### src/rtl/hls_mem_harness_pkg.sv
// hls_mem_harness_pkg
// Shared definitions for the HLS memory harness: sequencer state encoding,
// default RAM geometry and the count clamp used for load/dump lengths.
package hls_mem_harness_pkg;

  localparam int DEF_ADDR_W = 5;
  localparam int DEF_DATA_W = 32;

  typedef enum logic [2:0] {
    ST_IDLE   = 3'd0,
    ST_LOAD   = 3'd1,
    ST_SETTLE = 3'd2,
    ST_RUN    = 3'd3,
    ST_DUMP   = 3'd4,
    ST_DONE   = 3'd5,
    ST_ERR    = 3'd6
  } state_t;

  // Limit a requested word count to the RAM depth (2^addr_w).
  function automatic logic [31:0] clamp_count(input logic [31:0] cnt,
                                               input int unsigned addr_w);
    logic [31:0] depth;
    depth = 32'd1 << addr_w;
    return (cnt > depth) ? depth : cnt;
  endfunction

endpackage

### src/rtl/hls_mem_harness_dump.sv
// hls_mem_harness_dump
// Result-stream generator: walks the RAM debug read address from base for
// count words (wrapping modulo 2^ADDR_W) and presents each word on a
// valid/ready port. The address only advances on a handshake, so it is held
// (and the combinational RAM data with it) while the consumer stalls.
//
// Ports:
//   clk, rst      clock, asynchronous active-high reset
//   active        high while the sequencer is in the dump state
//   base, count   first address and (already clamped) word count
//   dump_ready    consumer ready
//   dump_valid    word available (equals active)
//   dump_last     current word is the final one
//   fin           final word handshaken this cycle
//   debug_addr    RAM debug read address
module hls_mem_harness_dump
  import hls_mem_harness_pkg::*;
#(
  parameter int ADDR_W = DEF_ADDR_W
) (
  input  logic              clk,
  input  logic              rst,
  input  logic              active,
  input  logic [ADDR_W-1:0] base,
  input  logic [ADDR_W:0]   count,
  input  logic              dump_ready,
  output logic              dump_valid,
  output logic              dump_last,
  output logic              fin,
  output logic [ADDR_W-1:0] debug_addr
);

  localparam int CNT_W = ADDR_W + 1;

  logic [CNT_W-1:0] idx;

  assign dump_valid = active;
  // Natural truncation of the sum gives the wrap past the top of RAM.
  assign debug_addr = base + idx[ADDR_W-1:0];
  assign dump_last  = active && (idx == count - CNT_W'(1));
  assign fin        = dump_valid && dump_ready && dump_last;

  always_ff @(posedge clk or posedge rst) begin
    if (rst) begin
      idx <= '0;
    end else if (!active) begin
      idx <= '0;
    end else if (dump_valid && dump_ready) begin
      idx <= idx + CNT_W'(1);
    end
  end

endmodule

### src/rtl/hls_mem_harness.sv
// hls_mem_harness
// Sequencer for the debug side of a kernel's shared RAM. It preloads RAM
// from a valid/ready stream, releases the kernel from reset, waits for the
// kernel's completion flag, then streams a RAM window out over valid/ready.
//
// Optional feature: define HLS_MEM_HARNESS_TIMEOUT_EN to add a RUN-state
// watchdog; after TIMEOUT_CYCLES RUN cycles without kern_valid the sequencer
// enters ERR and raises timeout. Without the macro RUN waits indefinitely
// and timeout is tied low.
//
// Ports:
//   clk, rst                         clock, asynchronous active-high reset
//   start                            begin a sequence (IDLE/DONE/ERR only)
//   load_count, dump_base, dump_count  sequence configuration, sampled at start
//   ld_valid/ld_ready/ld_data        preload stream
//   debug_write_addr/_data/_en       registered RAM debug write port
//   debug_addr / debug_data          RAM debug read port (data combinational)
//   kern_rst / kern_valid            kernel reset and completion
//   dump_valid/ready/data/last       result stream
//   busy, done, timeout              status
module hls_mem_harness
  import hls_mem_harness_pkg::*;
#(
  parameter int ADDR_W         = DEF_ADDR_W,
  parameter int DATA_W         = DEF_DATA_W,
  parameter int TIMEOUT_CYCLES = 1024
) (
  input  logic              clk,
  input  logic              rst,
  input  logic              start,
  input  logic [ADDR_W:0]   load_count,
  input  logic [ADDR_W-1:0] dump_base,
  input  logic [ADDR_W:0]   dump_count,
  input  logic              ld_valid,
  output logic              ld_ready,
  input  logic [DATA_W-1:0] ld_data,
  output logic [ADDR_W-1:0] debug_write_addr,
  output logic [DATA_W-1:0] debug_write_data,
  output logic              debug_write_en,
  output logic [ADDR_W-1:0] debug_addr,
  input  logic [DATA_W-1:0] debug_data,
  output logic              kern_rst,
  input  logic              kern_valid,
  output logic              dump_valid,
  input  logic              dump_ready,
  output logic [DATA_W-1:0] dump_data,
  output logic              dump_last,
  output logic              busy,
  output logic              done,
  output logic              timeout
);

  localparam int CNT_W = ADDR_W + 1;

  if (TIMEOUT_CYCLES < 1) begin : g_bad_timeout
    $error("TIMEOUT_CYCLES must be at least 1");
  end

  state_t state, state_nxt;

  logic [CNT_W-1:0]  load_cnt_c, dump_cnt_c;
  logic [CNT_W-1:0]  load_cnt_q, dump_cnt_q;
  logic [CNT_W-1:0]  wr_idx;
  logic [ADDR_W-1:0] dump_base_q;
  logic              start_ok, ld_fire, ld_last;
  logic              dump_active, dump_fin, wd_expire;

  assign load_cnt_c = CNT_W'(clamp_count(32'(load_count), ADDR_W));
  assign dump_cnt_c = CNT_W'(clamp_count(32'(dump_count), ADDR_W));

  assign start_ok = start && ((state == ST_IDLE) || (state == ST_DONE) ||
                              (state == ST_ERR));
  assign ld_fire  = ld_valid && ld_ready;
  assign ld_last  = ld_fire && (wr_idx == load_cnt_q - CNT_W'(1));

  // State register
  always_ff @(posedge clk or posedge rst) begin
    if (rst) begin
      state <= ST_IDLE;
    end else begin
      state <= state_nxt;
    end
  end

  // Next-state logic
  always_comb begin
    state_nxt = state;
    unique case (state)
      ST_IDLE, ST_DONE, ST_ERR: begin
        if (start) state_nxt = (load_cnt_c == '0) ? ST_SETTLE : ST_LOAD;
      end
      ST_LOAD: begin
        if (ld_last) state_nxt = ST_SETTLE;
      end
      ST_SETTLE: state_nxt = ST_RUN;
      ST_RUN: begin
        if (kern_valid)     state_nxt = (dump_cnt_q == '0) ? ST_DONE : ST_DUMP;
        else if (wd_expire) state_nxt = ST_ERR;
      end
      ST_DUMP: begin
        if (dump_fin) state_nxt = ST_DONE;
      end
      default: state_nxt = ST_IDLE;
    endcase
  end

  // Output decode
  always_comb begin
    ld_ready    = 1'b0;
    kern_rst    = 1'b1;
    busy        = 1'b0;
    done        = 1'b0;
    timeout     = 1'b0;
    dump_active = 1'b0;
    unique case (state)
      ST_LOAD: begin
        busy     = 1'b1;
        ld_ready = (wr_idx < load_cnt_q);
      end
      ST_SETTLE: busy = 1'b1;
      ST_RUN: begin
        busy     = 1'b1;
        kern_rst = 1'b0;
      end
      ST_DUMP: begin
        busy        = 1'b1;
        kern_rst    = 1'b0;
        dump_active = 1'b1;
      end
      ST_DONE: done = 1'b1;
      ST_ERR: begin
`ifdef HLS_MEM_HARNESS_TIMEOUT_EN
        timeout = 1'b1;
`endif
      end
      default: ;
    endcase
  end

  // Load path and sequence configuration; the debug write port is registered
  // so a handshake in one cycle appears on the RAM port the next.
  always_ff @(posedge clk or posedge rst) begin
    if (rst) begin
      wr_idx           <= '0;
      load_cnt_q       <= '0;
      dump_cnt_q       <= '0;
      dump_base_q      <= '0;
      debug_write_en   <= 1'b0;
      debug_write_addr <= '0;
      debug_write_data <= '0;
    end else begin
      debug_write_en <= ld_fire;
      if (ld_fire) begin
        debug_write_addr <= wr_idx[ADDR_W-1:0];
        debug_write_data <= ld_data;
      end
      if (start_ok) begin
        load_cnt_q  <= load_cnt_c;
        dump_cnt_q  <= dump_cnt_c;
        dump_base_q <= dump_base;
        wr_idx      <= '0;
      end else if (ld_fire) begin
        wr_idx <= wr_idx + CNT_W'(1);
      end
    end
  end

`ifdef HLS_MEM_HARNESS_TIMEOUT_EN
  localparam int WD_W = $clog2(TIMEOUT_CYCLES + 1);

  logic [WD_W-1:0] wd_cnt;

  // Counts RUN cycles; expiry fires on the last permitted RUN cycle.
  always_ff @(posedge clk or posedge rst) begin
    if (rst) begin
      wd_cnt <= '0;
    end else if (state != ST_RUN) begin
      wd_cnt <= '0;
    end else begin
      wd_cnt <= wd_cnt + WD_W'(1);
    end
  end

  assign wd_expire = (state == ST_RUN) &&
                     (wd_cnt == WD_W'(TIMEOUT_CYCLES - 1));
`else
  assign wd_expire = 1'b0;
`endif

  hls_mem_harness_dump #(
    .ADDR_W(ADDR_W)
  ) u_dump (
    .clk       (clk),
    .rst       (rst),
    .active    (dump_active),
    .base      (dump_base_q),
    .count     (dump_cnt_q),
    .dump_ready(dump_ready),
    .dump_valid(dump_valid),
    .dump_last (dump_last),
    .fin       (dump_fin),
    .debug_addr(debug_addr)
  );

  // RAM read data is combinational from debug_addr; gated so the port idles at 0.
  assign dump_data = dump_valid ? debug_data : '0;

endmodule

### config.mk
export PLATFORM = sky130hd
export DESIGN_NAME = hls_mem_harness
export DESIGN_NICKNAME = d
export VERILOG_FILES = /design/src/rtl/hls_mem_harness_pkg.sv /design/src/rtl/hls_mem_harness_dump.sv /design/src/rtl/hls_mem_harness.sv
export SDC_FILE = /design/constraint.sdc
export NUM_CORES = 1
export LEC_CHECK = 0
export BUFFER_PORTS_ARGS = -buffer_cell sky130_fd_sc_hd__clkbuf_2
export CAP_MARGIN = 30
export CORE_ASPECT_RATIO = 1.2
export CORE_MARGIN = 2
export CORE_UTILIZATION = 51
export CTS_CLUSTER_SIZE = 12
export DETAILED_ROUTE_END_ITERATION = 7
export GPL_TIMING_DRIVEN = 0
export HOLD_SLACK_MARGIN = 0.12
export PLACE_DENSITY = 0.95
export SLEW_MARGIN = 20
export SYNTH_ARGS = -nofsm -noshare
export SYNTH_HDL_FRONTEND = slang
export SYNTH_SLANG_ARGS = --single-unit
### constraint.sdc
create_clock -name clk -period 7.4 [get_ports clk]
set_input_delay 1.85 -clock clk [delete_from_list [all_inputs] [get_ports clk]]
set_output_delay 1.85 -clock clk [all_outputs]
set_load 0.005 [all_outputs]
-- After elaboration in Yosys (flattened, before gate mapping)
Cells that the tools add are included.
- reductions and logical operators: 16
- mux-type cells: 19
- add/sub/neg operators: 5
- $lt $le $gt $ge: 3
- eq/ne operators: 13
- operators with widths (operator ; count):
    2-to-1 mux 6 bit ; 6
    2-to-1 mux 32 bit ; 1
    one-hot mux 3 bit (5 select lines) ; 1
    adder 6 x 1 -> 6 bit, second input constant ; 2
    equality test 6 bit ; 2
    greater-than comparator 6 bit, second input constant ; 2
    logical NOT 6 bit ; 2
    2-to-1 mux 3 bit ; 4
    subtractor 6 x 1 -> 6 bit, second input constant ; 2
    equality test 3 bit, second input constant ; 3
    inequality test 2 bit, second input constant ; 4
    equality test 3 x 2 -> 1 bit, second input constant ; 2
    logical AND 1 bit ; 6
    less-than comparator 6 bit ; 1
    2-to-1 mux 1 bit ; 6
    adder 5 bit ; 1
    AND reduction 4 bit ; 1
    OR reduction 4 bit ; 1
    equality test 3 x 1 -> 1 bit, second input constant ; 1
    logical NOT 3 bit ; 1
    OR reduction 3 bit ; 1
    logical OR 1 bit ; 2
    2-to-1 mux 2 bit ; 1
    inequality test 2 x 1 -> 1 bit, second input constant ; 1
    2 further kinds ; 2
- logic and storage cells: 65
- register bits after elaboration: 70

-- Logic depth before layout (Yosys ltp)
- depth in word-level cells: 6
- mapped depth: 8

-- Modules after synthesis
From an unflattened synthesis, not the netlist that was laid out.
- cell total of the unflattened synthesis: 368
- area, all modules: 3832.4 um^2
- modules (own cells, without submodules) (module ; cells an instance ; seq. area each (um^2) ; instances ; area each (um^2)):
    hls_mem_harness ; 303 ; 1601.5 ; 1 ; 3229.3
    hls_mem_harness_dump ; 65 ; 150.1 ; 1 ; 603.1

-- Least setup slack after synthesis
No wires, ideal clock.
- path type: input port to output port
- start: in debug_data[0]
- end: out dump_data[0]
- stages on the path: 1
- arrival: 2.002 ns
- slack: 3.548 ns
- required time: 5.550 ns
- path buffers: 0
- cell sequence: and3_1
- word-level cells in the longest chain between the ends: 1
- ends and longest elaborated chain (what ; line ; RTL):
    start: declaration ; hls_mem_harness.sv:41 ; input logic [DATA_W-1:0] debug_data,
    2-to-1 mux 32 bit ; hls_mem_harness.sv:206 ; assign dump_data = dump_valid ? debug_data : '0;
    end: declaration ; hls_mem_harness.sv:46 ; output logic [DATA_W-1:0] dump_data,
No other way between the ends.

-- Final worst setup path
- start: reg state[1]
- end: out dump_last
- word-level cells in the longest chain between the ends: 3
- ends and longest elaborated chain (what ; line ; RTL):
    start: declaration ; hls_mem_harness.sv:59 ; state_t state, state_nxt;
    start signal: assignment ; hls_mem_harness.sv:81 ; state <= state_nxt;
    equality test 3 bit ; hls_mem_harness.sv:115 ; unique case (state)
    2-to-1 mux 1 bit ; hls_mem_harness.sv:115 ;
    logical AND 1 bit ; hls_mem_harness_dump.sv:40 ; assign dump_last = active && (idx == count - CNT_W'(1));
    end: declaration ; hls_mem_harness.sv:47 ; output logic dump_last,
No other way between the ends.

==> impl_metrics.csv <==
group,metric,value,unit
status,status,"completed",
floorplanning,die_height,98.2,µm
global_route,globalRouteMet3Util,0.0841,
worst_hold_path,hold_end,"dump_base_q[3]",
timing,setup_violations,0,
critical_path,r2r-end,"state[1]",
critical_path,r2r_start,"state[1]",
logic_synthesis,synth_seq_area_share,0.464,
power,ir_worst_vdd,308,µV
routing,drt-total-wl,10.0,mm
global_route,met1_usage,0.260,
logic_synthesis,synthDistinctLibCells,42,
clock_tree,post-cts-setup-buffers,0,
critical_path,cp_data_arrival_time,2.30,ns
final_layout,n_antenna_cell,0,
place,gp_congestion,0.900,
routing,remaining_drc_errors,0,
logic_synthesis,synth_flop_cell,"dfrtp_1",
routing,firstDrtPassIters,4,
place,dp_hpwl,7.62,mm
floorplanning,die_area,0.00811,mm²
worst_hold_path,whs_path_depth,2,
critical_path,crit_path_end_kind,"output port",
timing,fin_crit_sh,0.561,
critical_path,r2r_setup_slack,4.84,ns
final_layout,drive_gt1_frac,0.422,
global_route,grt_overflow,0,
global_route,gr-usage-met2,0.453,
routing,vias,3448,
global_route,busiest_layer,"met2",
routing,drt-initial-drc-count,195,
final_layout,nets,646,
clock_tree,clkTransAtPathRegs,0.08,ns
global_route,grt_max_degree,60,
timing,rsz0062_at_grt,"no",
timing,clock.fmax,241,MHz
critical_path,crit_type,"flop to output port",
logic_synthesis,synth_nets,468,
routing,wl_per_cell,15.7,µm
critical_path,cp_max_fo,10,
place,portBuffers,166,
worst_hold_path,hp-start,"dump_base_q[3]",
floorplanning,pin_count,169,
timing,tns,0,ns
timing,relSlewSlack,0.639,
clock_tree,cts-root-buf,"clkbuf_8",
logic_synthesis,netlist_area,0.00377,mm²
floorplanning,die_x,82.5,µm
clock_tree,insertion_delay,0.35,ns
floorplanning,core.rowCount,34,
clock_tree,cts.sinks,70,
clock_tree,cts_htree_levels,3,
logic_synthesis,ys_warn_count,0,
clock_tree,cts_tree,"built",
timing,worst_slew_pin_slew,0.539,ns
global_route,grt_pass1_vias,3434,
logic_synthesis,ys_ff_latch,70,
clock_tree,cts_inserted_buffers,9,
final_layout,final_util,0.689,
global_route,antenna_found_initial,0,
final_layout,area_growth,32.0,%
timing,min_period,4.15,ns
timing,slew_viol_final,0,
global_route,grt_usage,0.252,
critical_path,start_kind,"flop",
global_route,grt_pass1_wl,15.6,mm
logic_synthesis,avgSynthCellArea,10.3,µm²
critical_path,reg2regPathDepth,7,
timing,finalHoldViolations,0,
power,p_per_area,373,mW/mm²
floorplanning,start_util,0.522,
clock_tree,cts-resized-gates,0,
floorplanning,fp.coreArea,0.00723,mm²
job,cap_violations,0,
critical_path,required,5.55,ns
logic_synthesis,synth_edf_count,0,
routing,vias_per_cell,5.40,
timing,finClkSkew,0.00843,ns
routing,ant_nets,0,
logic_synthesis,synth-async-reset-ratio,1.00,
logic_synthesis,netlist_instances,365,
worst_hold_path,hp-class,"flop to flop",
clock_tree,clk_path_buf_depth,2,
power,leakagePower,2.66,nW
clock_tree,cts_hold_buffers,0,
metal layers:
layer | share of wire | vias to the layer above
met5 | 0 | -
met2 | 0.51 | 190
met4 | 0.027 | 0
li1 | - | 1619
met1 | 0.36 | 1607
met3 | 0.10 | 32
critical path, stage by stage, from the launching register on:
cell,delay [ns]
dfrtp_1,0.40
buf_2,0.19
nor2_1,0.37
nand2_2,0.22
nor4_1,0.42
and3_1,0.24
clkbuf_2,0.13
power by group:
group / switching (W) / internal (W)
clock: 0.000147 / 0.000208
sequential: 0.000110 / 0.000541
combinational: 0.000434 / 0.000419
total: 0.000691 / 0.00117
logic make-up after synthesis:
group	share of synthesized area
and+or+nand+nor	0.188
DFF	0.464
AOI/OAI and AO/OA	0.0693
muxes	0.116
buffers and inverters	0.0414
xor gates and xnor gates	0.0650
adders and majority gates	0.0550
other	0.000994
sequential cells by signal, indices dropped and copies added, names as in the netlist:
signal	count
debug_write_addr	5
debug_write_data	32
debug_write_en	1
dump_base_q	5
dump_cnt_q	6
load_cnt_q	6
state	3
u_dump.idx	6
wr_idx	6
through the flow:
stage / cells / total power (W) / worst slack, ns / instance area [µm²] / hold slack, ns
after global placement: 621 / 0.00143 / 3.08 / 4720 / 0.470
after floorplan: 365 / 0.00119 / 3.55 / 3770 / 0.452
after global routing: 638 / 0.00199 / 3.06 / 4980 / 0.519
final: 638 / 0.00186 / 3.25 / 4980 / 0.489
after CTS: 638 / 0.00186 / 3.20 / 4980 / 0.489
after detailed placement: 622 / 0.00150 / 3.34 / 4750 / 0.473
synth_stat cells, drive strengths merged (3+ instances only):
| library cell | number | area, µm² |
|---|---|---|
| a21oi | 11 | 55.1 |
| and3 | 34 | 213 |
| buf | 7 | 40.0 |
| clkbuf | 14 | 52.6 |
| dfrtp | 70 | 1750 |
| ha | 15 | 188 |
| inv | 17 | 63.8 |
| mux2 | 37 | 417 |
| nand2 | 30 | 115 |
| nand2b | 7 | 43.8 |
| nand3 | 6 | 30.0 |
| nand3b | 7 | 52.6 |
| nand4 | 6 | 37.5 |
| nor2 | 22 | 82.6 |
| nor2b | 3 | 18.8 |
| nor3 | 7 | 35.0 |
| o21ai | 15 | 75.1 |
| xnor2 | 18 | 158 |
| xor2 | 10 | 87.6 |
worst max-delay path by stage:
stage / from / endpoint / slack (ns)
floorplan: debug_data[0] / dump_data[0] / 3.55
CTS: state[1] / dump_last / 3.20
global placement: rst / debug_write_data[27] / 3.08
finish: state[1] / dump_last / 3.25
global route: state[1] / dump_last / 3.06
detailed placement: debug_data[22] / dump_data[22] / 3.34
placed cells by master, fill, tap and decap left out, types with 2 or more instances in the layout:
cell,netlist,routed
buf_4,2,2
nand2b_1,7,7
o21a_1,2,2
xnor2_1,18,18
nor3_1,7,7
ha_1,15,15
xor2_1,10,10
a21oi_1,11,11
buf_2,5,5
nor2b_1,3,3
and3_1,34,34
nand3_1,6,6
nor2_1,22,22
or3_1,2,2
nor4_1,2,2
bufinv_16,0,2
nand3b_1,7,7
mux2i_1,2,2
nand2_1,29,29
clkbuf_1,14,14
a21o_1,2,2
mux2_2,37,37
a31oi_1,2,2
nand4_1,6,6
and2_1,2,2
clkbuf_8,0,11
o31ai_1,2,2
clkbuf_2,0,166
inv_1,17,16
dfrtp_1,70,70
o21ai_0,15,15
final cells by class:
type	instances	area [µm²]
buffer	21	92.6
fill	504	2250
inverter	17	66.3
tap	90	113
multi-input combinational	257	1870
timing repair buffer	167	858
clock inverter	5	81.3
sequential	70	1750
clock buffer	11	151
Note: power is estimated with default switching activity, not from simulation.
